**src/rtl/cond_pkg.sv**
```systemverilog
// cond_pkg: shared NZCV flag, condition-code and FSM state types for the condition unit.
package cond_pkg;

   typedef struct packed {
      logic n;
      logic z;
      logic c;
      logic v;
   } flags_t;

   typedef enum logic [3:0] {
      EQ = 4'h0, NE = 4'h1, HS = 4'h2, LO = 4'h3,
      MI = 4'h4, PL = 4'h5, VS = 4'h6, VC = 4'h7,
      HI = 4'h8, LS = 4'h9, GE = 4'hA, LT = 4'hB,
      GT = 4'hC, LE = 4'hD, AL = 4'hE, NV = 4'hF
   } cond_e;

   typedef enum logic {IDLE, HOLD} state_e;

endpackage

```
**src/rtl/cond_eval.sv**
```systemverilog
// cond_eval: A64 condition-code evaluation over an NZCV flag set.
module cond_eval
   import cond_pkg::*;
(
   input  flags_t flags,
   input  cond_e  cond,
   output logic   cond_true
);

   logic base;

   // Odd codes invert the even base test, except NV which behaves as AL.
   always_comb begin
      base = (cond[3:1] == 3'd0) ? flags.z :
             (cond[3:1] == 3'd1) ? flags.c :
             (cond[3:1] == 3'd2) ? flags.n :
             (cond[3:1] == 3'd3) ? flags.v :
             (cond[3:1] == 3'd4) ? (flags.c & ~flags.z) :
             (cond[3:1] == 3'd5) ? (flags.n == flags.v) :
             (cond[3:1] == 3'd6) ? (~flags.z & (flags.n == flags.v)) : 1'b1;
      cond_true = (cond[0] && cond[3:1] != 3'd7) ? ~base : base;
   end

endmodule

```
**src/rtl/cond_flag_unit.sv**
```systemverilog
// cond_flag_unit: NZCV flag register, ID-stage B.cond resolution and flag-hazard stall.
module cond_flag_unit
   import cond_pkg::*;
#(
   parameter int FWD_EX        = 1,
   parameter int HAZARD_STALLS = 1
) (
   input  logic       clk,
   input  logic       reset,
   input  logic       ex_valid,
   input  logic       ex_set_flags,
   input  logic       ex_negative,
   input  logic       ex_zero,
   input  logic       ex_carry_out,
   input  logic       ex_overflow,
   input  logic       id_cond_br,
   input  logic [3:0] id_cond,
   output logic [3:0] flags_q,
   output logic       br_taken,
   output logic       stall
);

   flags_t fq, ex_flags, src;
   state_e state;
   logic [2:0] cnt;
   logic hazard, cond_true, wr;

   assign ex_flags = flags_t'({ex_negative, ex_zero, ex_carry_out, ex_overflow});
   assign flags_q  = fq;
   assign wr       = ex_valid & ex_set_flags;

   always_comb begin
      hazard   = id_cond_br & wr;
      src      = (FWD_EX != 0 && hazard) ? ex_flags : fq;
      stall    = (FWD_EX == 0) && !reset && (state == HOLD || hazard);
      br_taken = id_cond_br & cond_true & ~stall & ~reset;
   end

   cond_eval u_eval (
      .flags     (src),
      .cond      (cond_e'(id_cond)),
      .cond_true (cond_true)
   );

   // The EX instruction always retires, so the write ignores stall.
   always_ff @(posedge clk or posedge reset) begin
      if (reset)
         fq <= '0;
      else if (wr)
         fq <= ex_flags;
   end

   // EX holds a bubble while in HOLD, so only the counter decides when to leave.
   always_ff @(posedge clk or posedge reset) begin
      if (reset) begin
         state <= IDLE;
         cnt   <= '0;
      end else if (FWD_EX == 0) begin
         if (state == IDLE) begin
            if (hazard && HAZARD_STALLS > 1) begin
               state <= HOLD;
               cnt   <= 3'(HAZARD_STALLS - 1);
            end
         end else begin
            cnt <= cnt - 3'd1;
            if (cnt == 3'd1)
               state <= IDLE;
         end
      end
   end

endmodule

```
**config.mk**
```make
export PLATFORM = sky130hd
export DESIGN_NAME = cond_flag_unit
export DESIGN_NICKNAME = d
export VERILOG_FILES = /design/src/rtl/cond_pkg.sv /design/src/rtl/cond_eval.sv /design/src/rtl/cond_flag_unit.sv
export SDC_FILE = /design/constraint.sdc
export NUM_CORES = 1
export LEC_CHECK = 0
export CAP_MARGIN = 20
export CORE_AREA = 2 2 39 41
export CTS_BUF_LIST = sky130_fd_sc_hd__clkbuf_4 sky130_fd_sc_hd__clkbuf_8 sky130_fd_sc_hd__clkbuf_16
export CTS_CLUSTER_SIZE = 30
export DETAILED_ROUTE_END_ITERATION = 7
export DIE_AREA = 0 0 41 43
export GPL_ROUTABILITY_DRIVEN = 0
export GPL_TIMING_DRIVEN = 0
export PLACE_DENSITY_LB_ADDON = 0.1
export SLEW_MARGIN = 20
export SYNTH_ARGS = -nofsm -noshare
export SYNTH_HDL_FRONTEND = slang
export SYNTH_SLANG_ARGS = --single-unit
```
**constraint.sdc**
```tcl
create_clock -name clk -period 6.6 [get_ports clk]
set_input_delay 1.32 -clock clk [delete_from_list [all_inputs] [get_ports clk]]
set_output_delay 1.32 -clock clk [all_outputs]
set_load 0.02 [all_outputs]
```
==> results.sh, run 1 <==
export IMPL_post_place_ws_ps=1530
export IMPL_critPathCaptureType="output pin"
export IMPL_min_path_type="flip-flop to flip-flop"
export IMPL_syn_area_sq_um=354
export IMPL_synthFlopType="dfrtp_1"
export IMPL_final_nets=68
export IMPL_slew_viol_final=0
export IMPL_synth_top_family_by_area="multiplexers"
export IMPL_ys_seq_area_share_pct=28.3
export IMPL_worst_slack_ps=1550
export IMPL_yosysUniqueCellTypes=22
export IMPL_synth_cells=33
export IMPL_grt_pass1_vias=357
export IMPL_start_util_pct=25.6
export IMPL_cts_made_buffers=3
export IMPL_start_kind="input pin"
export IMPL_final_seq_area_sq_um=100
export IMPL_synthSimpleGateAreaFrac_pct=15.5
export IMPL_io_buffer_count=17
export IMPL_dr_pass1_iters=4
export IMPL_synth_xor_area_share_pct=7.42
export IMPL_clk_pin_slew_worst_paths_ps=30
export IMPL_hpwl_um=688
export IMPL_via_per_inst=4.62
export IMPL_rows=14
export IMPL_die_w_um=41
export IMPL_multiInputGateArea_sq_um=239
export IMPL_fill_cells=147
export IMPL_final_setup_skew_ps=0
export IMPL_drcViolationCount=0
export IMPL_ctsHoldBuffers=0
export IMPL_synthTopCellsByArea="dfrtp_1 28%, mux2_2 16%, mux4_2 6.4%"
export IMPL_grt_max_degree=7
export IMPL_insertion_delay_ps=230
export IMPL_largest_register_ffs=4
export IMPL_synth_top_cell_area_share_pct=28.3
export IMPL_finalSetupTns_ps=0
export IMPL_p_per_area_nw_per_um2=184
export IMPL_ys_top_cells_by_count="5 x mux2_2, 4 x dfrtp_1, 3 x nand2_1"
export IMPL_yosysMostFrequentCell="mux2_2"
export IMPL_finalCritPeriodShare_pct=76.6
export IMPL_coreArea_sq_um=1380
export IMPL_antenna_found_initial=0
export IMPL_timing_final_hold_violations=0
export IMPL_rsz0062_at_grt="false"
export IMPL_synth_compound_area_share_pct=14.1
export IMPL_synthAdderAreaFrac_pct=0
export IMPL_syn_avg_cell_area_sq_um=10.7
export IMPL_tritoncts="yes"
export IMPL_fin_util_pct=41.0
export IMPL_area_growth_pct=60.1
export IMPL_synth_top_area_cell="dfrtp_1"
export IMPL_syn_nets=46
export IMPL_io_pins=19
export IMPL_synthMuxAreaShare_pct=29.3
export IMPL_crit_arrival_ps=3730
export IMPL_fp_dieArea_sq_um=1760
export IMPL_grt_pass1_wl_um=1500
export IMPL_ctsResizeCount=0
export IMPL_postCtsSetupRepairBufs=0
export IMPL_async_reset_ff_share_pct=100
export IMPL_fin_crit_ps=5050
export IMPL_fp_dieH_um=43
export IMPL_ys_warn_count=0
export IMPL_worstSetupPathType="input pin to output pin"
export IMPL_final_cells=69
export IMPL_htree_levels=1
export IMPL_ant_nets=0
export IMPL_ir_worst_vdd_mv=0.0836
export IMPL_totalWireLength_um=807
export IMPL_worstPathRequired_ps=5280
export IMPL_power_w=0.000104
export IMPL_track_usage_pct=12.5
export IMPL_setup_viol=0
export IMPL_cts_root_buffer="clkbuf_4"
export IMPL_synth_edf_count=0
export IMPL_critical_path_max_fanout=6
export IMPL_diodes=0
export IMPL_clock_sinks=4
export IMPL_grt_overflow=0
export IMPL_wl_per_cell_um=11.7
export IMPL_drt_iter0_markers=1
export IMPL_dp_cells=66
export IMPL_vias=319
export IMPL_synth_seq_cells=4
export IMPL_drv_cap=0
export IMPL_drive_gt1_share_pct=26.4
export IMPL_max_freq_mhz=198
export IMPL_p_leak_nw=0.237
export IMPL_outcome="finished, final reports clean"
export IMPL_cts_buffer_depth=2
==> critical path: stages <==
cell and delay, ps:
clkdlybuf4s50_1 470, nand3_4 150, mux4_2 490, and2_0 160, o311a_1 300, mux2_4 300, clkdlybuf4s50_1 530
==> routing by layer <==
metal  track usage [%]  part of all wire [%]  wire length (um)  vias up
li1                  -                     -                 -      164
met1              14.4                    39               315      149
met2              20.3                    57               456        6
met3              1.57                   4.3                35        0
met4              8.00                     0                 0        0
met5                 0                     0                 0        -
==> layout make-up <==
type / instances / area share [%]
buffer: 1 / 1.32
inverter: 2 / 1.32
timing repair buffer: 17 / 30.0
sequential: 4 / 17.7
clock buffer: 3 / 3.97
multi-input combinational: 26 / 42.2
tap: 16 / 3.53
==> layout by cell type (no fill, tap or decap), types with 2 or more instances in the layout <==
cell             count
nand2_1              3
mux2_2               5
dfrtp_1              4
inv_1                2
xor2_1               2
clkdlybuf4s50_1     17
clkbuf_4             3
==> cells by family (layout without fill, tap and decap cells) <==
family,after synthesis,in the layout
xor+xnor,3,3
compound gates,6,6
buf+inv,3,23
simple gates,8,8
flops,4,4
other cells,1,1
mux,8,8
==> stage by stage <==
step           area, sq um  hold WS, ps
6_report               567          560
3_5_place_dp           544          551
4_1_cts                567          558
2_1_floorplan          354          656
5_1_grt                567          579
3_3_place_gp           544          529
==> worst paths after layout <==
kind | end | slack [ps] | start | cells after the start
worst max-delay path | br_taken | 1550 | ex_valid | 7
worst min-delay path | flags_q[1] | 560 | flags_q[1] | 1
worst max register to register | flags_q[3] | 5810 | flags_q[3] | 1
worst min register to register | flags_q[1] | 560 | flags_q[1] | 1
max in group asynchronous | flags_q[1] | 5110 | reset | 2
min in group asynchronous | flags_q[3] | 1320 | reset | 2
==> power breakdown <==
group / internal (W) / switching [W] / leakage (nW)
Sequential: 0.0000283 / 0.00000371 / 0.0469
Combinational: 0.0000253 / 0.0000176 / 0.176
Clock: 0.0000203 / 0.00000881 / 0.0138
(Power assumes the default switching activity.)
==> run 2, diff against run 1 <==
==> constraint.sdc (replaced) <==
create_clock -name clk -period 4.3 [get_ports clk]
set_input_delay 0.86 -clock clk [delete_from_list [all_inputs] [get_ports clk]]
set_output_delay 0.86 -clock clk [all_outputs]
set_load 0.02 [all_outputs]
==> results of run 2 <==
Same layout as run 1 (identical final DEF). Status: finished, final reports clean.
Main changes from that run: setup slack after placement 1530 ps -> 153 ps; setup slack after layout 1550 ps -> 167 ps; register-to-register setup slack 5810 ps -> 3510 ps; total power 0.000104 W -> 0.000160 W; worst IR drop on VDD 0.0836 mV -> 0.128 mV
